`src/rtl/uart_rx_int.sv`:
```
// 8N1 UART receiver with a single-byte holding register and an interrupt
// level to the CPU. Also reports framing errors (pulse) and overrun (sticky).
module uart_rx_int #(
    parameter int unsigned CLKS_PER_BIT = 434
) (
    input  logic       clk,
    input  logic       rst,
    input  logic       uart_in,
    input  logic       cpu_end_read,
    output logic       read_int,
    output logic [7:0] uart_read_byte,
    output logic       frame_err,
    output logic       overrun
);

    typedef enum logic [1:0] {
        IDLE  = 2'd0,
        START = 2'd1,
        DATA  = 2'd2,
        STOP  = 2'd3
    } state_t;

    localparam logic [15:0] FULL_LAST = 16'(CLKS_PER_BIT - 1);
    localparam logic [15:0] HALF_LAST = 16'(CLKS_PER_BIT / 2 - 1);

    state_t      state_reg, state_next;
    logic [1:0]  sync_reg;
    logic [15:0] baud_cnt_reg, baud_cnt_next;
    logic [2:0]  bit_idx_reg, bit_idx_next;
    logic        armed_reg, armed_next;
    logic [7:0]  shift_reg, shift_next;

    logic        read_int_reg, read_int_next;
    logic [7:0]  byte_reg, byte_next;
    logic        frame_err_reg, frame_err_next;
    logic        overrun_reg, overrun_next;

    logic        rx_sync;
    logic        half_tick;
    logic        full_tick;
    logic        data_sample;
    logic        stop_sample;
    logic        frame_ok;
    logic        frame_bad;

    assign rx_sync   = sync_reg[1];
    assign half_tick = (baud_cnt_reg == HALF_LAST);
    assign full_tick = (baud_cnt_reg == FULL_LAST);

    always_ff @(posedge clk) begin
        if (!rst) begin
            sync_reg <= 2'b11;
        end else begin
            sync_reg <= {sync_reg[0], uart_in};
        end
    end

    // State register
    always_ff @(posedge clk) begin
        if (!rst) begin
            state_reg    <= IDLE;
            baud_cnt_reg <= 16'd0;
            bit_idx_reg  <= 3'd0;
            armed_reg    <= 1'b0;
            shift_reg    <= 8'h00;
        end else begin
            state_reg    <= state_next;
            baud_cnt_reg <= baud_cnt_next;
            bit_idx_reg  <= bit_idx_next;
            armed_reg    <= armed_next;
            shift_reg    <= shift_next;
        end
    end

    // Next-state logic. armed_reg blocks a new start after a framing error
    // until the line has been seen high again (break handling).
    always_comb begin
        state_next    = state_reg;
        baud_cnt_next = baud_cnt_reg;
        bit_idx_next  = bit_idx_reg;
        armed_next    = armed_reg | rx_sync;
        case (state_reg)
            IDLE: begin
                baud_cnt_next = 16'd0;
                bit_idx_next  = 3'd0;
                if (armed_reg && !rx_sync) begin
                    state_next = START;
                end
            end
            START: begin
                if (half_tick) begin
                    baud_cnt_next = 16'd0;
                    state_next    = rx_sync ? IDLE : DATA;
                end else begin
                    baud_cnt_next = baud_cnt_reg + 16'd1;
                end
            end
            DATA: begin
                if (full_tick) begin
                    baud_cnt_next = 16'd0;
                    if (bit_idx_reg == 3'd7) begin
                        state_next = STOP;
                    end else begin
                        bit_idx_next = bit_idx_reg + 3'd1;
                    end
                end else begin
                    baud_cnt_next = baud_cnt_reg + 16'd1;
                end
            end
            STOP: begin
                if (full_tick) begin
                    baud_cnt_next = 16'd0;
                    state_next    = IDLE;
                    if (!rx_sync) begin
                        armed_next = 1'b0;
                    end
                end else begin
                    baud_cnt_next = baud_cnt_reg + 16'd1;
                end
            end
            default: state_next = IDLE;
        endcase
    end

    assign data_sample = (state_reg == DATA) && full_tick;
    assign stop_sample = (state_reg == STOP) && full_tick;
    assign frame_ok    = stop_sample && rx_sync;
    assign frame_bad   = stop_sample && !rx_sync;

    genvar gi;
    generate
        for (gi = 0; gi < 8; gi++) begin : g_shift
            assign shift_next[gi] = (data_sample && (bit_idx_reg == 3'(gi)))
                                    ? rx_sync : shift_reg[gi];
        end
    endgenerate

    // Output logic: holding register, interrupt level and error flags
    always_comb begin
        read_int_next  = read_int_reg;
        byte_next      = byte_reg;
        overrun_next   = overrun_reg;
        frame_err_next = frame_bad;
        if (cpu_end_read) begin
            read_int_next = 1'b0;
            overrun_next  = 1'b0;
        end
        if (frame_ok) begin
            if (!read_int_reg || cpu_end_read) begin
                byte_next     = shift_reg;
                read_int_next = 1'b1;
            end else begin
                overrun_next  = 1'b1;
            end
        end
    end

    always_ff @(posedge clk) begin
        if (!rst) begin
            read_int_reg  <= 1'b0;
            byte_reg      <= 8'h00;
            frame_err_reg <= 1'b0;
            overrun_reg   <= 1'b0;
        end else begin
            read_int_reg  <= read_int_next;
            byte_reg      <= byte_next;
            frame_err_reg <= frame_err_next;
            overrun_reg   <= overrun_next;
        end
    end

    assign read_int       = read_int_reg;
    assign uart_read_byte = byte_reg;
    assign frame_err      = frame_err_reg;
    assign overrun        = overrun_reg;

endmodule
```
`config.mk`:
```
export PLATFORM = sky130hd
export DESIGN_NAME = uart_rx_int
export DESIGN_NICKNAME = d
export VERILOG_FILES = /design/src/rtl/uart_rx_int.sv
export SDC_FILE = /design/constraint.sdc
export NUM_CORES = 1
export LEC_CHECK = 0
export ABC_AREA = 1
export BUFFER_PORTS_ARGS = -buffer_cell sky130_fd_sc_hd__buf_2
export CORE_MARGIN = 2
export CORE_UTILIZATION = 45
export CTS_CLUSTER_DIAMETER = 200
export CTS_CLUSTER_SIZE = 8
export DETAILED_ROUTE_END_ITERATION = 10
export HOLD_SLACK_MARGIN = 0.08
export SLEW_MARGIN = 25
export SYNTH_ARGS = -nofsm -noshare
export SYNTH_HDL_FRONTEND = slang
export SYNTH_SLANG_ARGS = --single-unit
```
`constraint.sdc`:
```
create_clock -name clk -period 1.7 [get_ports clk]
set_input_delay 0.34 -clock clk [delete_from_list [all_inputs] [get_ports clk]]
set_output_delay 0.34 -clock clk [all_outputs]
set_load 0.03 [all_outputs]
```
---- After elaboration in Yosys (flattened, before gate mapping) ----
Index checks and enable logic that the tools add are counted.
cells by class
  bitwise gates (word level) .............. 1
  mux-type cells .......................... 22
  reduce and logical (&&, ||, !) cells .... 23
  equality and inequality tests ........... 18
  add/subtract/negate cells ............... 2
operators by type and width
  operator                 count
  $pmux W16 S3             1
  $mux W16                 2
  $add A16 B1 Y16 const B  1
  $eq A16 B8 Y1 const B    1
  $eq A16 B9 Y1 const B    1
  $logic_and A1 B1 Y1      13
  $eq A3 B3 Y1 const B     4
  $mux W2                  6
  $ne A2 B2 Y1 const B     6
  $mux W1                  9
  $pmux W2 S4              1
  $eq A3 B2 Y1 const B     2
  $mux W3                  2
  $pmux W3 S2              1
  $reduce_and A5 Y1        1
  $eq A2 B2 Y1 const B     2
  $add A3 B1 Y3 const B    1
  $eq A3 B1 Y1 const B     1
  $logic_not A3 Y1         1
  $reduce_and A3 Y1        1
  $eq A2 B1 Y1 const B     1
  $logic_not A1 Y1         2
  $logic_not A2 Y1         1
  $reduce_and A2 Y1        1
  other kinds (4)          4
storage, ports and cells
  output and inout port bits .............. 11
  register bits ........................... 43
  bits of input ports ..................... 4

---- Logic depth before layout (Yosys ltp) ----
Gate-level depths: netlist of run 1.
  word-level depth ........................ 4
  gate-level depth with buffers ........... 10

---- Least setup slack after synthesis of run 1 ----
No wires, ideal clock.
  kind .................................... reg-to-reg
  start point ............................. register read_int_reg (netlist: read_int)
  end point ............................... register byte_reg[6] (netlist: uart_read_byte[6])
  data arrival time ....................... 1.395 ns
  period minus slack after synthesis ...... 1.466 ns
  path buffers ............................ 1
  cell stages (with the launch flop) ...... 7
  required time ........................... 1.630 ns
  slack ................................... 0.234 ns
  library setup time ...................... 0.070 ns
  path through ............................ dfxtp_1 -> inv_1 -> or2_2 -> buf_2 -> nand4_1 -> nand2_1 -> a21oi_1
on the way
  longest elaborated chain between the ends .. 3
ends and longest elaborated chain
  item                                RTL line  text
  start, declared                     33        logic read_int_reg, read_int_next;
  start signal, assigned              165       read_int_reg <= read_int_next;
  $logic_not A1 Y1                    149       if (!read_int_reg || cpu_end_read) begin
  $logic_or A1 B1 Y1                  149
  $reduce_and A2 Y1 (no source line)  -
  end signal, assigned                166       byte_reg <= byte_next;
  end, declared                       34        logic [7:0] byte_reg, byte_next;
Every way passes these cells.
A chain may end at the register's enable or synchronous reset.

---- Final worst setup path of run 1 ----
  start point ............................. register baud_cnt_reg[1]
  end point ............................... register byte_reg[7] (netlist: uart_read_byte[7])
on the way
  longest elaborated chain between the ends .. 4
ends and longest elaborated chain
  item                                RTL line  text
  start, declared                     28        logic [15:0] baud_cnt_reg, baud_cnt_next;
  start signal, assigned              68        baud_cnt_reg <= baud_cnt_next;
  $eq A16 B9 Y1                       48        assign full_tick = (baud_cnt_reg == FULL_LAST);
  $logic_and A1 B1 Y1                 126       assign stop_sample = (state_reg == STOP) && full_tick;
  $logic_and A1 B1 Y1                 127       assign frame_ok = stop_sample && rx_sync;
  $reduce_and A2 Y1 (no source line)  -
Every way passes these cells.

==> impl_metrics.yaml, run 1 <==
yosys:
  synth.distinct_cells: 29
  yosys_warnings: 0
  synth_edf_count: 0
  synth.net_count: 334
  ys_seq_area_share_pct: 38.3
  synth_area_um2: 2250
  async_reset_ff_share_pct: 0
  synthCells: 321
  ys.flop_type: "dfxtp_1"
  syn_area_per_cell_um2: 7.00
  synth-seq-cells: 43
worst_setup_path:
  crit_path_max_fanout: 5
  startpoint_type: "flip-flop"
  path_delay_family: "simple AND/OR/NAND/NOR gates"
  setup.worst_path.start: "baud_cnt_reg[1]"
  r2r_start: "baud_cnt_reg[1]"
  path_class: "reg2reg"
  cp.depth: 8
  cpMaxStageDelayCell: "dfxtp_1"
  worstPathArrival_ns: 1.77
  cp.required_ns: 1.93
  cp_common_cell: "nor2_2"
  slowest_delay_ns: 0.33
  crit_chain: "inv_1, ha_1, nand3_1, nor2_2, nand2_4, nor2_2, nand4_1, a21oi_1"
  critPathCaptureType: "flip-flop"
  cp_num_buf_inv: 1
  reg2reg_depth: 8
flow_run:
  maxCapViolations: 0
clocking:
  clock_latency_ns: 0.29
  clock_sinks: 43
  cts_made_buffers: 5
  cts_tree: "built"
  root_buffer: "clkbuf_8"
  clk_pin_slew_ns: 0.09
  cts_hold_buf: 0
  max-clock-path-buffers: 2
  h-tree-depth: 2
timing:
  fin_skew_ns: 0.00764
  post-route-min-period_ns: 1.54
  final.period_utilization_pct: 90.4
  hold_viol: 0
  fmax_ghz: 0.651
  worst_slew_pin_slew_ns: 0.310
  rsz0062_at_grt: "no"
  relSlewSlack_pct: 79.3
  finalSetupViolations: 0
  tns_ns: 0
  slew_violations: 0
final_layout:
  mostFrequentLayoutCells: "nand2_1 (72), nor2_1 (46), dfxtp_1 (42)"
  finalInstanceArea_um2: 2510
  area_growth_pct: 11.7
  multi_input_area_um2: 1200
  final_common_cell: "nand2_1"
  final-seq-area_um2: 862
  nNetsFinal: 354
  largest_reg_flops: 16
  fillers: 491
  layout-drive-gt1-share_pct: 14.3
  antenna_cells: 0
pwr:
  p_int_uw: 1340
  irDropWorstVdd_mv: 0.281
  p_sw_uw: 444
  p_clk_share_pct: 36.5
  combinationalPowerShare_pct: 6.1
  power_frac_seq_pct: 57.4
  swShare_pct: 24.9
  p_leak_uw: 0.00103
  p_per_area_nw_per_um2: 709
worst_hold_path:
  hold_path_class: "in2reg"
  hold_depth: 2
  hold_start: "uart_in"
die:
  fp.dieW_um: 74.7
  die_h_um: 74.7
  io_pins: 15
  initial_utilization_pct: 47.0
  row_count: 25
  fp.dieArea_um2: 5580
  core_um2: 4790
routing:
  detail_route.first_pass.iterations: 5
  vias: 1978
  drt_iter0_markers: 158
  drc_errors: 0
  ant_nets: 0
  wl_um: 4720
  routedWlPerCell_um: 11.6
  via_per_inst: 4.84
global_routing:
  grt_first_pass_wirelength_um: 7840
  grtUsageTotal_pct: 18.0
  grt_overflow: 0
  antenna_found_initial: 0
  grt_pass1_vias: 1747
  grt_max_degree: 26
place:
  place_area_um2: 2400
  post-dp-hpwl_um: 3370
  port_buffers: 14
  gp_congestion: 0.849
status:
  outcome: "complete, no violations"
-- path summary, 6_finish.rpt --
path / slack (ns) / endpoint
max: 0.16 / uart_read_byte[7]
min: 0.23 / sync_reg[0]
max reg2reg: 0.16 / uart_read_byte[7]
min reg2reg: 0.42 / sync_reg[1]
-- repair_timing --
action / in CTS / in global routing
gates resized for setup: 0 / 2
setup endpoints to repair: 0 / 25
setup buffers: 0 / 1
-- power groups by stage --
| stage | clock network [µW] | logic, µW | registers, µW |
|---|---|---|---|
| 6_report | 650 | 109 | 1020 |
| 5_1_grt | 704 | 122 | 1020 |
| 4_1_cts | 670 | 107 | 1020 |
| 3_5_place_dp | 0 | 106 | 1040 |
| 3_3_place_gp | 0 | 106 | 1040 |
| 2_1_floorplan | 0 | 73.4 | 1050 |
-- cells by family after synthesis --
group                      count (synthesis)  share of synthesized area [%]
AOI/OAI and AO/OA                         28                           6.34
xor gates and xnor gates                   8                           3.12
adders and majority gates                  9                           5.01
buffers and inverters                     47                           8.68
DFF                                       43                           38.3
and+or+nand+nor                          186                           38.6
-- metal layers --
layer	part of all wire, %	GRT usage (%)	wire length, µm	vias up
met2	42	26.5	1970	26
li1	-	-	-	1072
met1	55	26.8	2590	878
met5	0	0	0	-
met3	3.0	3.21	140	2
met4	0.57	5.95	27	0
-- cell type report --
type	count	share of cell area (%)
multi-input combinational	232	47.9
inverter	36	5.38
clock buffer	5	2.74
timing repair buffer	23	5.48
tap	67	3.34
clock inverter	3	0.797
sequential	43	34.3
-- through the flow --
stage	utilization [%]	total power, µW	cells	hold WS (ns)	worst slack [ns]
after CTS	52.1	1800	407	0.218	0.0130
after global placement	50.2	1150	399	0.402	0.0990
after floorplan	-	1120	321	0.393	0.234
after global routing	52.5	1850	409	0.215	0.0295
final	52.5	1780	409	0.227	0.163
after detailed placement	50.2	1150	399	0.400	0.0403
-- cell usage after synthesis, types with 2 or more instances --
| cell type | instances | share of area [%] |
|---|---|---|
| nand2_2 | 2 | 0.56 |
| inv_1 | 34 | 5.7 |
| xor2_1 | 5 | 1.9 |
| nand3_1 | 28 | 6.2 |
| nor2_4 | 2 | 1.0 |
| o21ai_0 | 2 | 0.45 |
| xnor2_1 | 3 | 1.2 |
| nor3_1 | 6 | 1.3 |
| nand2_1 | 72 | 12 |
| nor2_1 | 46 | 7.7 |
| buf_2 | 6 | 1.3 |
| nor3b_1 | 2 | 0.67 |
| nor2_2 | 3 | 0.83 |
| or2_2 | 4 | 1.1 |
| a21oi_1 | 25 | 5.6 |
| nor4_1 | 2 | 0.56 |
| ha_1 | 9 | 5.0 |
| clkbuf_1 | 3 | 0.50 |
| nand4_1 | 15 | 4.2 |
| dfxtp_1 | 43 | 38 |
-- worst reg2reg max path: cells and delay by family, from the launching register on --
kind | cells | cell delay, ns
AND/OR/NAND/NOR | 5 | 0.71
flip-flops | 1 | 0.33
adder cells (fa/ha/maj) | 1 | 0.20
AO/OA/AOI/OAI | 1 | 0.13
buffers and inverters | 1 | 0.10
Note: power is estimated with default switching activity, not from simulation.
==> run 2: changes to the inputs <==
--- a/config.mk
+++ b/config.mk
@@ -15,3 +15,3 @@
 export HOLD_SLACK_MARGIN = 0.08
-export SLEW_MARGIN = 25
+export SLEW_MARGIN = 20
 export SYNTH_ARGS = -nofsm -noshare
==> constraint.sdc (replaced) <==
create_clock -name clk -period 1.7 [get_ports clk]
set_input_delay 0.17 -clock clk [delete_from_list [all_inputs] [get_ports clk]]
set_output_delay 0.17 -clock clk [all_outputs]
set_load 0.03 [all_outputs]
==> impl_metrics.yaml, run 2 (same netlist as run 1, synthesis figures left out) <==
status:
  outcome: "complete, no violations"
clocking:
  clock_latency_ns: 0.30
  clk_pin_slew_ns: 0.08
  h-tree-depth: 2
  root_buffer: "clkbuf_8"
  cts_made_buffers: 5
  max-clock-path-buffers: 2
  cts_tree: "built"
  clock_sinks: 43
worst_setup_path:
  cp.required_ns: 1.88
  cpMaxStageDelayCell: "dfxtp_1"
  crit_chain: "inv_1, ha_1, nand3_1, nor2_2, nand2_4, nor2_4, nand2_1, nand2_1, a21oi_1"
  critPathCaptureType: "flip-flop"
  worstReg2RegEnd: "overrun"
  path_delay_family: "simple AND/OR/NAND/NOR gates"
  path_class: "reg2reg"
  r2r_start: "baud_cnt_reg[1]"
  worstPathArrival_ns: 1.73
  slowest_delay_ns: 0.33
  reg2reg_depth: 9
  cp_common_cell: "nand2_1"
  crit_path_max_fanout: 10
  startpoint_type: "flip-flop"
  reg2reg_slack_ns: 0.15
  setup.worst_path.start: "baud_cnt_reg[1]"
  cp_num_buf_inv: 1
worst_hold_path:
  hold_start: "rst"
  hold_path_class: "in2reg"
  hold_end: "state_reg[0]"
  hold_depth: 3
pwr:
  p_int_uw: 1520
  swShare_pct: 22.3
  p_sw_uw: 436
  irDropWorstVdd_mv: 0.283
  power_frac_seq_pct: 52.5
  p_per_area_nw_per_um2: 774
  p_clk_share_pct: 42.5
  p_leak_uw: 0.00104
  combinationalPowerShare_pct: 5.1
final_layout:
  nNetsFinal: 352
  stdcell_count: 407
  largest_reg_flops: 16
  fillers: 508
  utilization_pct: 52.8
  final-seq-area_um2: 862
  antenna_cells: 0
  mostFrequentLayoutCells: "nand2_1 (72), nor2_1 (46), dfxtp_1 (42)"
  multi_input_area_um2: 1200
  area_growth_pct: 12.5
  final_common_cell: "nand2_1"
  layout-drive-gt1-share_pct: 13.5
routing:
  vias: 2008
  wl_um: 4570
  drt_iter0_markers: 85
  ant_nets: 0
  detail_route.first_pass.iterations: 4
  drc_errors: 0
  routedWlPerCell_um: 11.2
  via_per_inst: 4.93
die:
  fp.dieArea_um2: 5580
  fp.dieW_um: 74.7
  die_h_um: 74.7
  row_count: 25
  io_pins: 15
  core_um2: 4790
  initial_utilization_pct: 47.0
global_routing:
  grt_pass1_vias: 1697
  grt_overflow: 0
  grt_max_degree: 26
  grtUsageTotal_pct: 17.8
  antenna_found_initial: 0
  grt_first_pass_wirelength_um: 7650
flow_run:
  maxCapViolations: 0
place:
  post-place-cells: 397
  post-dp-hpwl_um: 3350
  pre_cts_slack_ns: 0.0479
  gp_congestion: 0.858
  port_buffers: 14
timing:
  fin_skew_ns: 0.00390
  fmax_ghz: 0.645
  rsz0062_at_grt: "no"
  worst_slew_pin_slew_ns: 0.309
  slew_violations: 0
  finalSetupViolations: 0
  hold_ws_ns: 0.131
  post-route-min-period_ns: 1.55
  worst_slack_ns: 0.149
  hold_viol: 0
  tns_ns: 0
  relSlewSlack_pct: 79.4
  final.period_utilization_pct: 91.2
==> run 2: cell types whose count changed in the layout (fill, tap and decap cells not counted) <==
cell           change
buf_4              -2
clkinvlp_4         -2
bufinv_16          +1
clkbuf_8           +1
dlygate4sd3_1      +1
nor2_2             -1
==> run 2: how the worst max path moves through the flow <==
stage	endpoint	slack, ns	cells after the start
after CTS	uart_read_byte[6]	0.03	8
final	overrun	0.15	9
after floorplan	uart_read_byte[6]	0.23	6
after detailed placement	uart_read_byte[6]	0.05	8
after global routing	shift_reg[7]	0.003	8
after global placement	uart_read_byte[3]	0.08	8
==> run 2: metrics by stage <==
| stage | instance area, µm² | total power [µW] |
|---|---|---|
| after floorplan | 2250 | 1120 |
| after global placement | 2390 | 1140 |
| after detailed placement | 2390 | 1140 |
| after CTS | 2510 | 1980 |
| after global routing | 2530 | 2040 |
| final | 2530 | 1960 |
==> run 2: timing repair <==
item,CTS,global route
endpoints found under the setup margin,0,25
endpoints found under the hold margin,1,0
hold buffers,1,0
resized for setup,0,2
buffers inserted,0,1
==> run 2: power groups by stage <==
stage	combinational [µW]	clock (µW)	sequential, µW
after floorplan	73.4	0	1050
after global placement	92.9	0	1050
after detailed placement	93.8	0	1050
after CTS	95.8	856	1030
after global routing	109	900	1030
final	99.1	831	1030
==> run 2: layout make-up <==
cell class	instances	share of cell area (%)
inverter	36	5.34
sequential	43	34.1
tap	67	3.32
clock buffer	6	3.27
clock inverter	2	1.39
timing repair buffer	22	5.24
multi-input combinational	231	47.4
==> run 2: routing by layer <==
metal / vias up / global-route usage (%) / share of wire [%]
li1: 1070 / - / -
met1: 902 / 26.6 / 54
met2: 31 / 24.8 / 41
met3: 5 / 4.42 / 3.7
met4: 0 / 5.95 / 1.2
met5: - / 0 / 0
==> run 2: tightest hold or removal path, cell delays in order <==
cell and delay, ns:
buf_2 0.12, nand2_1 0.07, nor2_1 0.03
